File: config.mk
export PLATFORM = sky130hd
export DESIGN_NAME = wb_stream_loader_flat
export DESIGN_NICKNAME = d
export VERILOG_FILES = /design/src/rtl/wb_stream_loader_if.sv /design/src/rtl/wb_stream_loader.sv /design/src/flat_wrapper.sv
export SDC_FILE = /design/constraint.sdc
export NUM_CORES = 1
export LEC_CHECK = 0
export CAP_MARGIN = 10
export CELL_PAD_IN_SITES_DETAIL_PLACEMENT = 1
export CELL_PAD_IN_SITES_GLOBAL_PLACEMENT = 1
export CORE_UTILIZATION = 40
export CTS_CLUSTER_DIAMETER = 60
export DETAILED_ROUTE_END_ITERATION = 16
export PLACE_DENSITY_LB_ADDON = 0.1
export SYNTH_ARGS = -nofsm -noshare
export SYNTH_HDL_FRONTEND = slang
export SYNTH_SLANG_ARGS = --single-unit
File: constraint.sdc
create_clock -name clk -period 2.32 [get_ports clk]
set_input_delay 0.464 -clock clk [delete_from_list [all_inputs] [get_ports clk]]
set_output_delay 0.464 -clock clk [all_outputs]
set_load 0.05 [all_outputs]
File: src/rtl/wb_stream_loader_if.sv
// Bus bundles for wb_stream_loader: byte stream (valid/ready) and Wishbone B4 pipelined.
// Signal names follow the loader's pin list so both sides read the same.

interface wb_stream_loader_stream_if;
  logic       s_valid;
  logic       s_ready;
  logic [7:0] s_data;

  modport master (output s_valid, output s_data, input s_ready);
  modport slave  (input s_valid, input s_data, output s_ready);
endinterface

interface wb_stream_loader_wb_if;
  logic        wb_cyc_o;
  logic        wb_stb_o;
  logic        wb_we_o;
  logic [3:0]  wb_sel_o;
  logic [31:0] wb_adr_o;
  logic [31:0] wb_dat_o;
  logic [31:0] wb_dat_i;
  logic        wb_stall_i;
  logic        wb_ack_i;

  modport master (
    output wb_cyc_o, output wb_stb_o, output wb_we_o, output wb_sel_o,
    output wb_adr_o, output wb_dat_o,
    input  wb_dat_i, input wb_stall_i, input wb_ack_i
  );
  modport slave (
    input  wb_cyc_o, input wb_stb_o, input wb_we_o, input wb_sel_o,
    input  wb_adr_o, input wb_dat_o,
    output wb_dat_i, output wb_stall_i, output wb_ack_i
  );
endinterface

File: src/rtl/wb_stream_loader.sv
// Stream-to-Wishbone image loader: parses a length-prefixed byte stream and writes
// each little-endian word to consecutive addresses, one outstanding transaction at a time.

module wb_stream_loader #(
  parameter logic [31:0] BASE_ADDR   = 32'h8000_0000,
  parameter int unsigned ACK_TIMEOUT = 256,
  parameter int unsigned CNT_WIDTH   = 16
) (
  input  logic                           clk,
  input  logic                           rst_n,
  wb_stream_loader_stream_if.slave       s,
  wb_stream_loader_wb_if.master          wb,
  output logic                           busy,
  output logic                           done,
  output logic                           err
);

  localparam int unsigned TMO_W = (ACK_TIMEOUT > 1) ? $clog2(ACK_TIMEOUT) : 1;
  localparam logic [TMO_W-1:0]     TMO_LAST = TMO_W'(ACK_TIMEOUT - 1);
  localparam logic [CNT_WIDTH-1:0] CNT_MAX  = '1;
  localparam logic [CNT_WIDTH-1:0] CNT_ONE  = CNT_WIDTH'(1);

  typedef enum logic [2:0] {
    ST_HDR,
    ST_DATA,
    ST_REQ,
    ST_ACK,
    ST_FIN
  } state_e;

  state_e               state_q, state_d;
  logic [1:0]           idx_q, idx_d;
  logic [23:0]          hdr_q, hdr_d;
  logic [CNT_WIDTH-1:0] cnt_q, cnt_d;
  logic [31:0]          adr_q, adr_d;
  logic [31:0]          dat_q, dat_d;
  logic                 cyc_q, cyc_d;
  logic                 stb_q, stb_d;
  logic                 we_q, we_d;
  logic [TMO_W-1:0]     tmo_q, tmo_d;
  logic                 rdy_q, rdy_d;
  logic                 busy_q, busy_d;
  logic                 done_q, done_d;
  logic                 err_q, err_d;

  logic                 fire_c;
  logic [31:0]          hdr_word_c;
  logic [CNT_WIDTH-1:0] cnt_sat_c;
  logic                 unused_c;

  assign fire_c     = s.s_valid & rdy_q;
  // Completed header once the 4th byte lands: earlier bytes already sit in hdr_q.
  assign hdr_word_c = {s.s_data, hdr_q};
  assign cnt_sat_c  = (64'(hdr_word_c) > 64'(CNT_MAX)) ? CNT_MAX : CNT_WIDTH'(hdr_word_c);
  assign unused_c   = ^wb.wb_dat_i;

  // Next-state and datapath
  always_comb begin
    state_d = state_q;
    idx_d   = idx_q;
    hdr_d   = hdr_q;
    cnt_d   = cnt_q;
    adr_d   = adr_q;
    dat_d   = dat_q;
    cyc_d   = cyc_q;
    stb_d   = stb_q;
    we_d    = we_q;
    tmo_d   = tmo_q;
    done_d  = 1'b0;
    err_d   = 1'b0;

    case (state_q)
      ST_HDR: begin
        if (fire_c) begin
          idx_d = idx_q + 2'd1;
          hdr_d = {s.s_data, hdr_q[23:8]};
          if (idx_q == 2'd3) begin
            hdr_d = '0;
            if (hdr_word_c == 32'd0) begin
              state_d = ST_FIN;
            end else begin
              cnt_d   = cnt_sat_c;
              adr_d   = BASE_ADDR;
              state_d = ST_DATA;
            end
          end
        end
      end
      ST_DATA: begin
        if (fire_c) begin
          idx_d = idx_q + 2'd1;
          dat_d = {s.s_data, dat_q[31:8]};
          if (idx_q == 2'd3) begin
            cyc_d   = 1'b1;
            stb_d   = 1'b1;
            we_d    = 1'b1;
            state_d = ST_REQ;
          end
        end
      end
      ST_REQ: begin
        if (!wb.wb_stall_i) begin
          stb_d   = 1'b0;
          tmo_d   = '0;
          state_d = ST_ACK;
        end
      end
      ST_ACK: begin
        // Ack wins over a timeout expiring on the same edge.
        if (wb.wb_ack_i) begin
          cyc_d   = 1'b0;
          we_d    = 1'b0;
          cnt_d   = cnt_q - CNT_ONE;
          adr_d   = adr_q + 32'd4;
          state_d = (cnt_q == CNT_ONE) ? ST_FIN : ST_DATA;
        end else if (tmo_q == TMO_LAST) begin
          cyc_d   = 1'b0;
          we_d    = 1'b0;
          err_d   = 1'b1;
          idx_d   = 2'd0;
          hdr_d   = '0;
          cnt_d   = '0;
          adr_d   = BASE_ADDR;
          state_d = ST_HDR;
        end else begin
          tmo_d = tmo_q + TMO_W'(1);
        end
      end
      ST_FIN: begin
        state_d = ST_HDR;
      end
      default: begin
        state_d = ST_HDR;
      end
    endcase

    rdy_d  = (state_d == ST_HDR) || (state_d == ST_DATA);
    busy_d = (state_d != ST_HDR) || (idx_d != 2'd0);
    done_d = (state_d == ST_FIN);
  end

  always_ff @(posedge clk or negedge rst_n) begin
    if (!rst_n) begin
      state_q <= ST_HDR;
      idx_q   <= 2'd0;
      hdr_q   <= '0;
      cnt_q   <= '0;
      adr_q   <= BASE_ADDR;
      dat_q   <= '0;
      cyc_q   <= 1'b0;
      stb_q   <= 1'b0;
      we_q    <= 1'b0;
      tmo_q   <= '0;
      rdy_q   <= 1'b1;
      busy_q  <= 1'b0;
      done_q  <= 1'b0;
      err_q   <= 1'b0;
    end else begin
      state_q <= state_d;
      idx_q   <= idx_d;
      hdr_q   <= hdr_d;
      cnt_q   <= cnt_d;
      adr_q   <= adr_d;
      dat_q   <= dat_d;
      cyc_q   <= cyc_d;
      stb_q   <= stb_d;
      we_q    <= we_d;
      tmo_q   <= tmo_d;
      rdy_q   <= rdy_d;
      busy_q  <= busy_d;
      done_q  <= done_d;
      err_q   <= err_d;
    end
  end

  assign s.s_ready   = rdy_q;
  assign wb.wb_cyc_o = cyc_q;
  assign wb.wb_stb_o = stb_q;
  assign wb.wb_we_o  = we_q;
  assign wb.wb_sel_o = 4'hF;
  assign wb.wb_adr_o = adr_q;
  assign wb.wb_dat_o = dat_q;
  assign busy        = busy_q;
  assign done        = done_q;
  assign err         = err_q;

endmodule

File: src/flat_wrapper.sv
// flat-port wrapper written by rule: the top's interface ports become plain ports
module wb_stream_loader_flat 
#(
  parameter logic [31:0] BASE_ADDR   = 32'h8000_0000,
  parameter int unsigned ACK_TIMEOUT = 256,
  parameter int unsigned CNT_WIDTH   = 16
)
  (clk, rst_n, busy, done, err, s_s_valid, s_s_data, s_s_ready, wb_wb_cyc_o, wb_wb_stb_o, wb_wb_we_o, wb_wb_sel_o, wb_wb_adr_o, wb_wb_dat_o, wb_wb_dat_i, wb_wb_stall_i, wb_wb_ack_i);
  wb_stream_loader_stream_if s_i ();
  wb_stream_loader_wb_if wb_i ();
  input  logic clk;
  input  logic rst_n;
  output logic busy;
  output logic done;
  output logic err;
  input wire logic [$bits(s_i.s_valid)-1:0] s_s_valid;
  input wire logic [$bits(s_i.s_data)-1:0] s_s_data;
  output wire logic [$bits(s_i.s_ready)-1:0] s_s_ready;
  output wire logic [$bits(wb_i.wb_cyc_o)-1:0] wb_wb_cyc_o;
  output wire logic [$bits(wb_i.wb_stb_o)-1:0] wb_wb_stb_o;
  output wire logic [$bits(wb_i.wb_we_o)-1:0] wb_wb_we_o;
  output wire logic [$bits(wb_i.wb_sel_o)-1:0] wb_wb_sel_o;
  output wire logic [$bits(wb_i.wb_adr_o)-1:0] wb_wb_adr_o;
  output wire logic [$bits(wb_i.wb_dat_o)-1:0] wb_wb_dat_o;
  input wire logic [$bits(wb_i.wb_dat_i)-1:0] wb_wb_dat_i;
  input wire logic [$bits(wb_i.wb_stall_i)-1:0] wb_wb_stall_i;
  input wire logic [$bits(wb_i.wb_ack_i)-1:0] wb_wb_ack_i;
  assign s_i.s_valid = s_s_valid;
  assign s_i.s_data = s_s_data;
  assign s_s_ready = s_i.s_ready;
  assign wb_wb_cyc_o = wb_i.wb_cyc_o;
  assign wb_wb_stb_o = wb_i.wb_stb_o;
  assign wb_wb_we_o = wb_i.wb_we_o;
  assign wb_wb_sel_o = wb_i.wb_sel_o;
  assign wb_wb_adr_o = wb_i.wb_adr_o;
  assign wb_wb_dat_o = wb_i.wb_dat_o;
  assign wb_i.wb_dat_i = wb_wb_dat_i;
  assign wb_i.wb_stall_i = wb_wb_stall_i;
  assign wb_i.wb_ack_i = wb_wb_ack_i;
  wb_stream_loader #(.BASE_ADDR(BASE_ADDR), .ACK_TIMEOUT(ACK_TIMEOUT), .CNT_WIDTH(CNT_WIDTH)) u_core (.clk(clk), .rst_n(rst_n), .s(s_i), .wb(wb_i), .busy(busy), .done(done), .err(err));
endmodule
==> qor.yml <==
floorplanning:
  die-area_mm2: 0.0158
  dieWidth_um: 126
  start_util_pct: 41.6
  rows: 44
  dieHeight_um: 126
  io_pins: 120
  core_area_mm2: 0.0147
final_layout:
  multi_input_area_mm2: 0.00288
  layout_commonest_cell: "dfrtp_1"
  final_cell_mix: "119 x dfrtp_1, 82 x nand2_1, 79 x clkdlybuf4s50_1"
  nets: 781
  area.growth.synth_to_final_pct: 31.6
  diodes: 0
  ff_latch_area_mm2: 0.00303
  finish.utilization_pct: 54.8
  fill_cells: 1608
  drive_above_1_share_pct: 19.4
timing:
  layout_setup_ws_ns: 0.0762
  finalHoldViolCount: 0
  min_period_ns: 2.24
  slew_violations: 0
  skew_ns: 0.00841
  final-setup-viol-count: 0
  finalCritPeriodShare_pct: 96.7
  relSlewSlack_pct: 60.3
  worst_pin_slew_ns: 0.588
  max_freq_mhz: 446
  grt_setup_unrepaired: "false"
logic_synthesis:
  avgSynthCellArea_um2: 9.91
  synthFlopType: "dfrtp_1"
  synth-edff-count: 0
  synthesis.area_mm2: 0.00612
  ys_ff_latch: 121
  synth_area_leaders: "dfrtp_1 49%, mux2_2 6.6%, nand2_1 5.0%"
  yosysTopAreaCell: "dfrtp_1"
  synth_warnings: 0
  ys_async_sr_fraction_pct: 100
  synth_cell_types: 63
  yosysSeqAreaShare_pct: 49.5
  syn_inst: 617
  yosysTopAreaCellShare_pct: 48.7
clock_tree:
  root_buffer: "clkbuf_16"
  cts_tree: "built"
  htreeDepth: 4
  cts_buffers: 17
  clkTransAtPathRegs_ns: 0.06
  cts.sink_count: 121
  max-clock-path-buffers: 2
  clock_latency_ns: 0.42
flow_run:
  max_cap_viol_count: 0
worst_setup_path:
  rrSetupSlack_ns: 0.13
  reg2reg_depth: 6
  path_max_fanout: 9
  path_cells: "clkdlybuf4s50_1"
  crit_path_start_kind: "flip-flop"
  r2r-start: "u_core.tmo_q[1]$_DFFE_PN0P_"
  worst_path_max_delay_cell: "clkdlybuf4s50_1"
  cp_data_required_time_ns: 1.86
  cpPeakStageDelay_ns: 0.86
  crit_family: "buffers and inverters"
  crit_type: "reg2out"
  worstPathArrival_ns: 1.78
  r2r_end: "u_core.busy$_DFF_PN0_"
  crit_buf_inv: 1
  critPathCaptureType: "output port"
routing:
  routedWlPerCell_um: 18.7
  post_drt_via_cell_ratio: 5.72
  drt.antenna.violating_nets: 0
  drc_errors: 7
  finalWirelength_mm: 17.4
  vias: 5311
  drtIter0Drc: 316
  drtPass1Iterations: 10
run_status:
  outcome: "finished, violations left"
  violations: "design-rule violations"
power_and_ir_drop:
  p_per_area_mw_per_mm2: 1310
  total_power_w: 0.0106
  max-vdd-ir-drop_mv: 1.12
  p_leak_nw: 3.39
global_route:
  grt.total_usage_pct: 23.8
  gr-total-overflow: 0
  grt_max_degree: 74
  grt_pass1_wl_mm: 29.6
  grt_pass1_vias: 5811
  antenna_found_initial: 0
placement:
  port-buffer-count: 81
  post-place-ws_ns: -0.343
  hpwl_mm: 12.1
  gp_congestion: 0.806
min_path:
  hold_path_class: "in2async"
## cell families (layout without fill, tap and decap cells)
logic type / Yosys count / count (layout) / share of synthesized area, %
flip-flops: 121 / 121 / 49.5
adder cells (fa/ha/maj): 5 / 5 / 1.02
AND/OR/NAND/NOR: 224 / 224 / 19.5
buffers and inverters: 54 / 177 / 4.38
XOR/XNOR: 7 / 7 / 1.00
other: 2 / 6 / 0.123
AO/OA/AOI/OAI: 166 / 166 / 17.5
multiplexers: 38 / 38 / 6.96
## layout make-up
cell class	count	share of cell area [%]
sequential	121	37.6
multi-input combinational	446	35.7
clock inverter	15	2.08
clock buffer	17	5.29
timing repair buffer	135	15.9
tap	184	2.86
inverter	10	0.466
## through the flow
stage / TNS [ns] / hold slack [ns] / cell area (um2) / instances
after CTS: 0 / 0.506 / 8010 / 926
after floorplan: 0 / 0.168 / 6130 / 621
final: 0 / 0.502 / 8050 / 928
after detailed placement: -8.38 / 0.405 / 7400 / 893
after global placement: -4.51 / 0.396 / 7400 / 893
after global routing: 0 / 0.531 / 8050 / 928
## worst max path at each step
stage | endpoint | from | cells past startpoint
3_3_place_gp | u_core.busy$_DFF_PN0_ | s_s_data[1] | 6
3_5_place_dp | u_core.busy$_DFF_PN0_ | s_s_data[2] | 6
4_1_cts | wb_wb_adr_o[7] | u_core.wb.wb_adr_o[7]$_DFFE_PN0P_ | 1
6_report | wb_wb_adr_o[15] | u_core.wb.wb_adr_o[15]$_DFFE_PN0P_ | 1
5_1_grt | u_core.busy$_DFF_PN0_ | u_core.tmo_q[1]$_DFFE_PN0P_ | 6
2_1_floorplan | u_core.wb.wb_adr_o[16]$_DFFE_PN0P_ | u_core.wb.wb_adr_o[2]$_DFFE_PN0P_ | 6
## sequential cells by signal (all words and copies together) (netlist names)
| signal | flops |
|---|---|
| u_core.err | 1 |
| u_core.cnt_q | 16 |
| u_core.wb.wb_dat_o | 32 |
| u_core.busy | 1 |
| u_core.s.s_ready | 1 |
| u_core.tmo_q | 8 |
| u_core.hdr_q | 24 |
| u_core.wb.wb_adr_o | 30 |
| u_core.idx_q | 2 |
| u_core.state_q | 3 |
| u_core.wb.wb_stb_o | 1 |
| u_core.wb.wb_cyc_o | 1 |
| u_core.done | 1 |
## Yosys cell counts, types with 3 or more instances
cell and n:
clkbuf_1 25, nor2_1 43, a31oi_1 21, a211oi_1 4
and2_1 4, a221o_1 3, xnor2_1 5, nand2_1 82
dfrtp_1 119, o31ai_1 19, buf_2 4, ha_1 5
nand3_1 10, a211o_1 4, nor4_1 8, mux2_2 36
nand4_1 17, a21oi_1 24, buf_1 4, o21ai_0 58
o21a_1 11, buf_4 8, and4_1 6, inv_1 10
nor3_1 20, and3_1 7, clkbuf_8 3, nor4_2 6
## repair_timing
action                                 CTS  global route
gates resized for setup                  0             5
hold buffers                             1             0
setup endpoints to repair                0             9
endpoints found under the hold margin   22             0
setup buffers                            0             2
## layer usage
layer,track usage (%),vias up,wire length (um)
li1,-,2493,-
met1,28.1,2660,7470
met2,40.9,123,8690
met3,5.65,35,746
met4,11.2,0,489
met5,0,-,0
## power by group
| part | internal (W) | switching [W] | total (W) | leakage (nW) |
|---|---|---|---|---|
| Sequential | 0.00281 | 0.000673 | 0.00348 | 1.53 |
| Combinational | 0.00172 | 0.00272 | 0.00444 | 1.57 |
| Clock | 0.00160 | 0.00105 | 0.00265 | 0.290 |
| Total | 0.00614 | 0.00444 | 0.0106 | 3.39 |
Power figures use the tool's default switching activity.
